<file path="src/rtl/hex_key_entry.sv">
// rtl/hex_key_entry.sv - debounced hex keypad entry with valid/ready commit output
// Optional HEX_KEY_ENTRY_AUTOCOMMIT_EN: the eighth digit commits the word without an ok press.
module hex_key_entry #(
  parameter int DEBOUNCE_CYCLES = 500_000
) (
  input  logic        clk,
  input  logic        rst,
  input  logic [15:0] sw,
  input  logic        btn_del,
  input  logic        btn_ok,
  input  logic        out_ready,
  output logic [31:0] out_data,
  output logic        out_valid,
  output logic [31:0] entry_data,
  output logic [3:0]  digit_cnt
);

  localparam int CW = (DEBOUNCE_CYCLES > 1) ? $clog2(DEBOUNCE_CYCLES) : 1;

  typedef enum logic [1:0] {ST_PRIME, ST_LOAD, ST_RUN} arm_state_t;

  arm_state_t state, state_next;

  logic [CW-1:0] tick_cnt;
  logic          tick;
  logic [17:0]   raw, sync1, sync2, prev_smp, stable, stable_old;
  logic [17:0]   agree;
  logic          upd;

  logic          ev_ok, ev_del, ev_digit;
  logic [15:0]   sw_diff;
  logic [3:0]    digit;
  logic [31:0]   entry_shift;

  assign raw   = {btn_ok, btn_del, sw};
  assign tick  = (tick_cnt == CW'(DEBOUNCE_CYCLES - 1));
  assign agree = ~(sync2 ^ prev_smp);

  always_ff @(posedge clk) begin
    if (rst) state <= ST_PRIME;
    else     state <= state_next;
  end

  // Two ticks are spent arming so inputs held through reset never look like edges.
  always_comb begin
    state_next = state;
    if (tick) begin
      case (state)
        ST_PRIME: state_next = ST_LOAD;
        ST_LOAD:  state_next = ST_RUN;
        default:  state_next = ST_RUN;
      endcase
    end
  end

  always_ff @(posedge clk) begin
    if (rst) begin
      sync1      <= '0;
      sync2      <= '0;
      tick_cnt   <= '0;
      prev_smp   <= '0;
      stable     <= '0;
      stable_old <= '0;
      upd        <= 1'b0;
    end else begin
      sync1    <= raw;
      sync2    <= sync1;
      tick_cnt <= tick ? '0 : tick_cnt + 1'b1;
      upd      <= 1'b0;
      if (tick) begin
        prev_smp <= sync2;
        case (state)
          ST_PRIME: ;
          ST_LOAD:  stable <= sync2;
          default: begin
            stable_old <= stable;
            stable     <= (sync2 & agree) | (stable & ~agree);
            upd        <= 1'b1;
          end
        endcase
      end
    end
  end

  always_comb begin
    ev_ok       = upd & stable[17] & ~stable_old[17];
    ev_del      = upd & stable[16] & ~stable_old[16];
    sw_diff     = (stable[15:0] ^ stable_old[15:0]) & {16{upd}};
    ev_digit    = |sw_diff;
    digit       = 4'd0;
    for (int i = 15; i >= 0; i--) begin
      if (sw_diff[i]) digit = 4'(i);
    end
    entry_shift = {entry_data[27:0], digit};
  end

  always_ff @(posedge clk) begin
    if (rst) begin
      out_data   <= '0;
      out_valid  <= 1'b0;
      entry_data <= '0;
      digit_cnt  <= '0;
    end else begin
      if (out_valid && out_ready) out_valid <= 1'b0;
      // An ok event consumes the cycle even when it is ignored for a pending word.
      if (ev_ok) begin
        if (!out_valid) begin
          out_data   <= entry_data;
          out_valid  <= 1'b1;
          entry_data <= '0;
          digit_cnt  <= '0;
        end
      end else if (ev_del) begin
        entry_data <= entry_data >> 4;
        digit_cnt  <= (digit_cnt == 4'd0) ? 4'd0 : digit_cnt - 4'd1;
      end else if (ev_digit) begin
`ifdef HEX_KEY_ENTRY_AUTOCOMMIT_EN
        if (digit_cnt == 4'd7 && !out_valid) begin
          out_data   <= entry_shift;
          out_valid  <= 1'b1;
          entry_data <= '0;
          digit_cnt  <= '0;
        end else begin
          entry_data <= entry_shift;
          digit_cnt  <= (digit_cnt >= 4'd8) ? 4'd8 : digit_cnt + 4'd1;
        end
`else
        entry_data <= entry_shift;
        digit_cnt  <= (digit_cnt >= 4'd8) ? 4'd8 : digit_cnt + 4'd1;
`endif
      end
    end
  end

endmodule

</file>
<file path="config.mk">
export PLATFORM = sky130hd
export DESIGN_NAME = hex_key_entry
export DESIGN_NICKNAME = d
export VERILOG_FILES = /design/src/rtl/hex_key_entry.sv
export SDC_FILE = /design/constraint.sdc
export NUM_CORES = 1
export LEC_CHECK = 0
export BUFFER_PORTS_ARGS = -buffer_cell sky130_fd_sc_hd__buf_2
export CORE_ASPECT_RATIO = 0.6
export CORE_MARGIN = 2
export CORE_UTILIZATION = 50
export DETAILED_ROUTE_END_ITERATION = 7
export PLACE_DENSITY = 0.67
export SYNTH_ARGS = -nofsm -noshare
export SYNTH_HDL_FRONTEND = slang
export SYNTH_SLANG_ARGS = --single-unit
</file>
<file path="constraint.sdc">
create_clock -name clk -period 2.6 [get_ports clk]
set_input_delay 0.65 -clock clk [delete_from_list [all_inputs] [get_ports clk]]
set_output_delay 0.65 -clock clk [all_outputs]
set_load 0.1 [all_outputs]
</file>
==> impl_metrics.py <==
metrics = {
    "cts": {
        "clk_pin_slew_ps": 70,
        "cts-root-buf": "clkbuf_16",
        "cts_resized": 0,
        "cts.sinks": 181,
        "cts_hold_buf": 0,
        "clock_latency_ps": 430,
        "cts_tree": "yes",
        "numCtsBuffers": 17,
        "h-tree-depth": 4,
        "clk_path_buf_depth": 2,
        "cts_setup_buffers": 0,
    },
    "outcome": {
        "status": "finished clean",
    },
    "yosys": {
        "synth_ff_type": "dfxtp_1",
        "ys_seq_area_share_pct": 49.1,
        "synthTopCellsByCount": "dfxtp_1, nand2_1, a21oi_1",
        "synth_fp_nets": 855,
        "yosysTopAreaCellShare_pct": 49.1,
        "synth_most_common_cell": "dfxtp_1",
        "syn_area_per_cell_um2": 8.88,
        "yosysWarnings": 0,
        "synth.distinct_cells": 50,
        "yosysTopAreaCell": "dfxtp_1",
        "synth_cells": 830,
        "ys_seq_elements": 181,
        "async_flop_share_pct": 0,
        "netlist_area_um2": 7370,
        "yosys-top-cells-area": "dfxtp_1, nand2_1, mux2i_1",
        "synth_edf_count": 0,
    },
    "routing": {
        "dr.pass1.iters": 5,
        "wl_per_cell_um": 15.8,
        "num_vias": 6121,
        "viasPerCell": 5.48,
        "drt_iter0_markers": 476,
        "drc": 0,
        "routed_wl_um": 17700,
        "ant_nets": 0,
    },
    "worst_setup_path": {
        "crit_arrival_ps": 2640,
        "cp-end-kind": "flop",
        "crit_fanout": 30,
        "path_class": "reg2reg",
        "startpoint_type": "flop",
        "crit_required_ps": 2950,
    },
    "die": {
        "dieArea_um2": 15800,
        "dieHeight_um": 98.1,
        "design.core.area_um2": 14500,
        "fp-row-count": 34,
        "ios": 90,
        "die_x_um": 161,
        "initial_utilization_pct": 51.0,
    },
    "place": {
        "dp_slack_ps": 344,
        "routabilityCongestion": 0.873,
        "dp_hpwl_um": 12200,
        "portBuffers": 89,
        "placed_cells": 1085,
    },
    "sta": {
        "setup_viol": 0,
        "rsz0062_at_grt": "no",
        "finalMaxSlewViolations": 0,
        "slew_headroom_pct": 26.0,
        "max_freq_ghz": 0.437,
        "timing.final.crit_share_pct": 88.0,
        "fin_ws_ps": 313,
        "final.setup.tns_ps": 0,
        "period_minus_slack_ps": 2290,
        "worst_hold_slack_ps": 431,
        "skew_ps": 8.22,
        "final-hold-violation-count": 0,
        "tightest_slew_ps": 1110,
    },
    "global_route": {
        "grt_pass1_vias": 5940,
        "grt_pass1_wl_um": 29500,
        "antenna_found_initial": 0,
        "gr-total-overflow": 0,
        "grt.total_usage_pct": 22.9,
        "grt_max_degree": 47,
    },
    "layout": {
        "antenna_cells": 0,
        "drive_above_1_share_pct": 16.5,
        "nNetsFinal": 931,
        "fin_cells": 1117,
        "synthToLayoutAreaGrowth_pct": 16.4,
        "fillers": 1260,
    },
    "worst_hold_path": {
        "hp-class": "in2reg",
        "hp-start": "sw[6]",
    },
    "power": {
        "leakagePower_nw": 3.31,
        "peakVddDrop_uv": 368,
        "powerDensity_nw_per_um2": 623,
        "p_total_mw": 5.35,
    },
    "run": {
        "cap_violations": 0,
    },
}
report_power, final:
part	internal (mW)	switching, mW
Clock	1.30	1.13
Sequential	2.80	0.0202
Combinational	0.0421	0.0630
Total	4.14	1.21
worst max-delay path: stages, from the launching register on:
cell and delay (ps):
dfxtp_1 340, xor2_1 190, or3_1 380, o41a_1 530, o41ai_4 380, buf_12 230, o2bb2ai_1 150
registers in the layout, summed over array words and instances (netlist names), named ones only:
name        count
stable_old     18
sync2          18
entry_data     32
sync1          18
digit_cnt       4
out_valid       1
tick_cnt       19
upd             1
prev_smp       18
state           2
out_data       32
per-stage QoR:
stage	utilization, %	instance area (µm²)
after detailed placement	55.5	8030
after global routing	59.3	8580
final	59.3	8580
after floorplan	-	7370
after CTS	59.3	8580
after global placement	55.5	8030
layout by cell type (no fill, tap or decap), types with 20 or more instances in the layout:
cell / Yosys / final
o2bb2ai_1: 27 / 27
o41ai_1: 20 / 20
mux2i_1: 42 / 42
dfxtp_1: 181 / 181
o21ai_0: 21 / 21
a31oi_1: 22 / 22
nor2b_1: 36 / 36
inv_1: 27 / 27
xor2_1: 21 / 21
buf_2: 6 / 88
a21oi_1: 60 / 60
nand2_1: 169 / 169
nor2_1: 52 / 51
area by class of cell:
cell class,count,area (µm²),area share (%)
clock inverters,11,93.8,1.09
multi-input cells,570,3430,40.0
flip-flops and latches,181,3620,42.2
well taps,198,248,2.89
clock buffers,21,460,5.37
inverters,27,101,1.18
repair buffers,109,623,7.26
logic make-up after synthesis:
kind of cell,Yosys count,synth area share [%]
simple gates,304,18.3
flops,181,49.1
compound gates,179,16.8
buf+inv,79,4.43
mux,43,5.85
xor+xnor,40,4.75
fa+ha+maj,4,0.679
per-layer routing:
layer / routed length (µm) / share of wire (%) / GRT usage (%)
met1: 9280 / 53 / 33.8
met2: 7320 / 41 / 34.4
met3: 885 / 5.0 / 4.50
met4: 171 / 0.97 / 6.18
met5: 0 / 0 / 0
path summary, 6_finish.rpt:
path,endpoint,slack [ps],cells after the start
worst max register to register,entry_data[26],310,6
worst max-delay path,entry_data[26],310,6
worst min register to register,sync2[2],440,1
worst min-delay path,sync1[6],430,2
(Power assumes the default switching activity.)
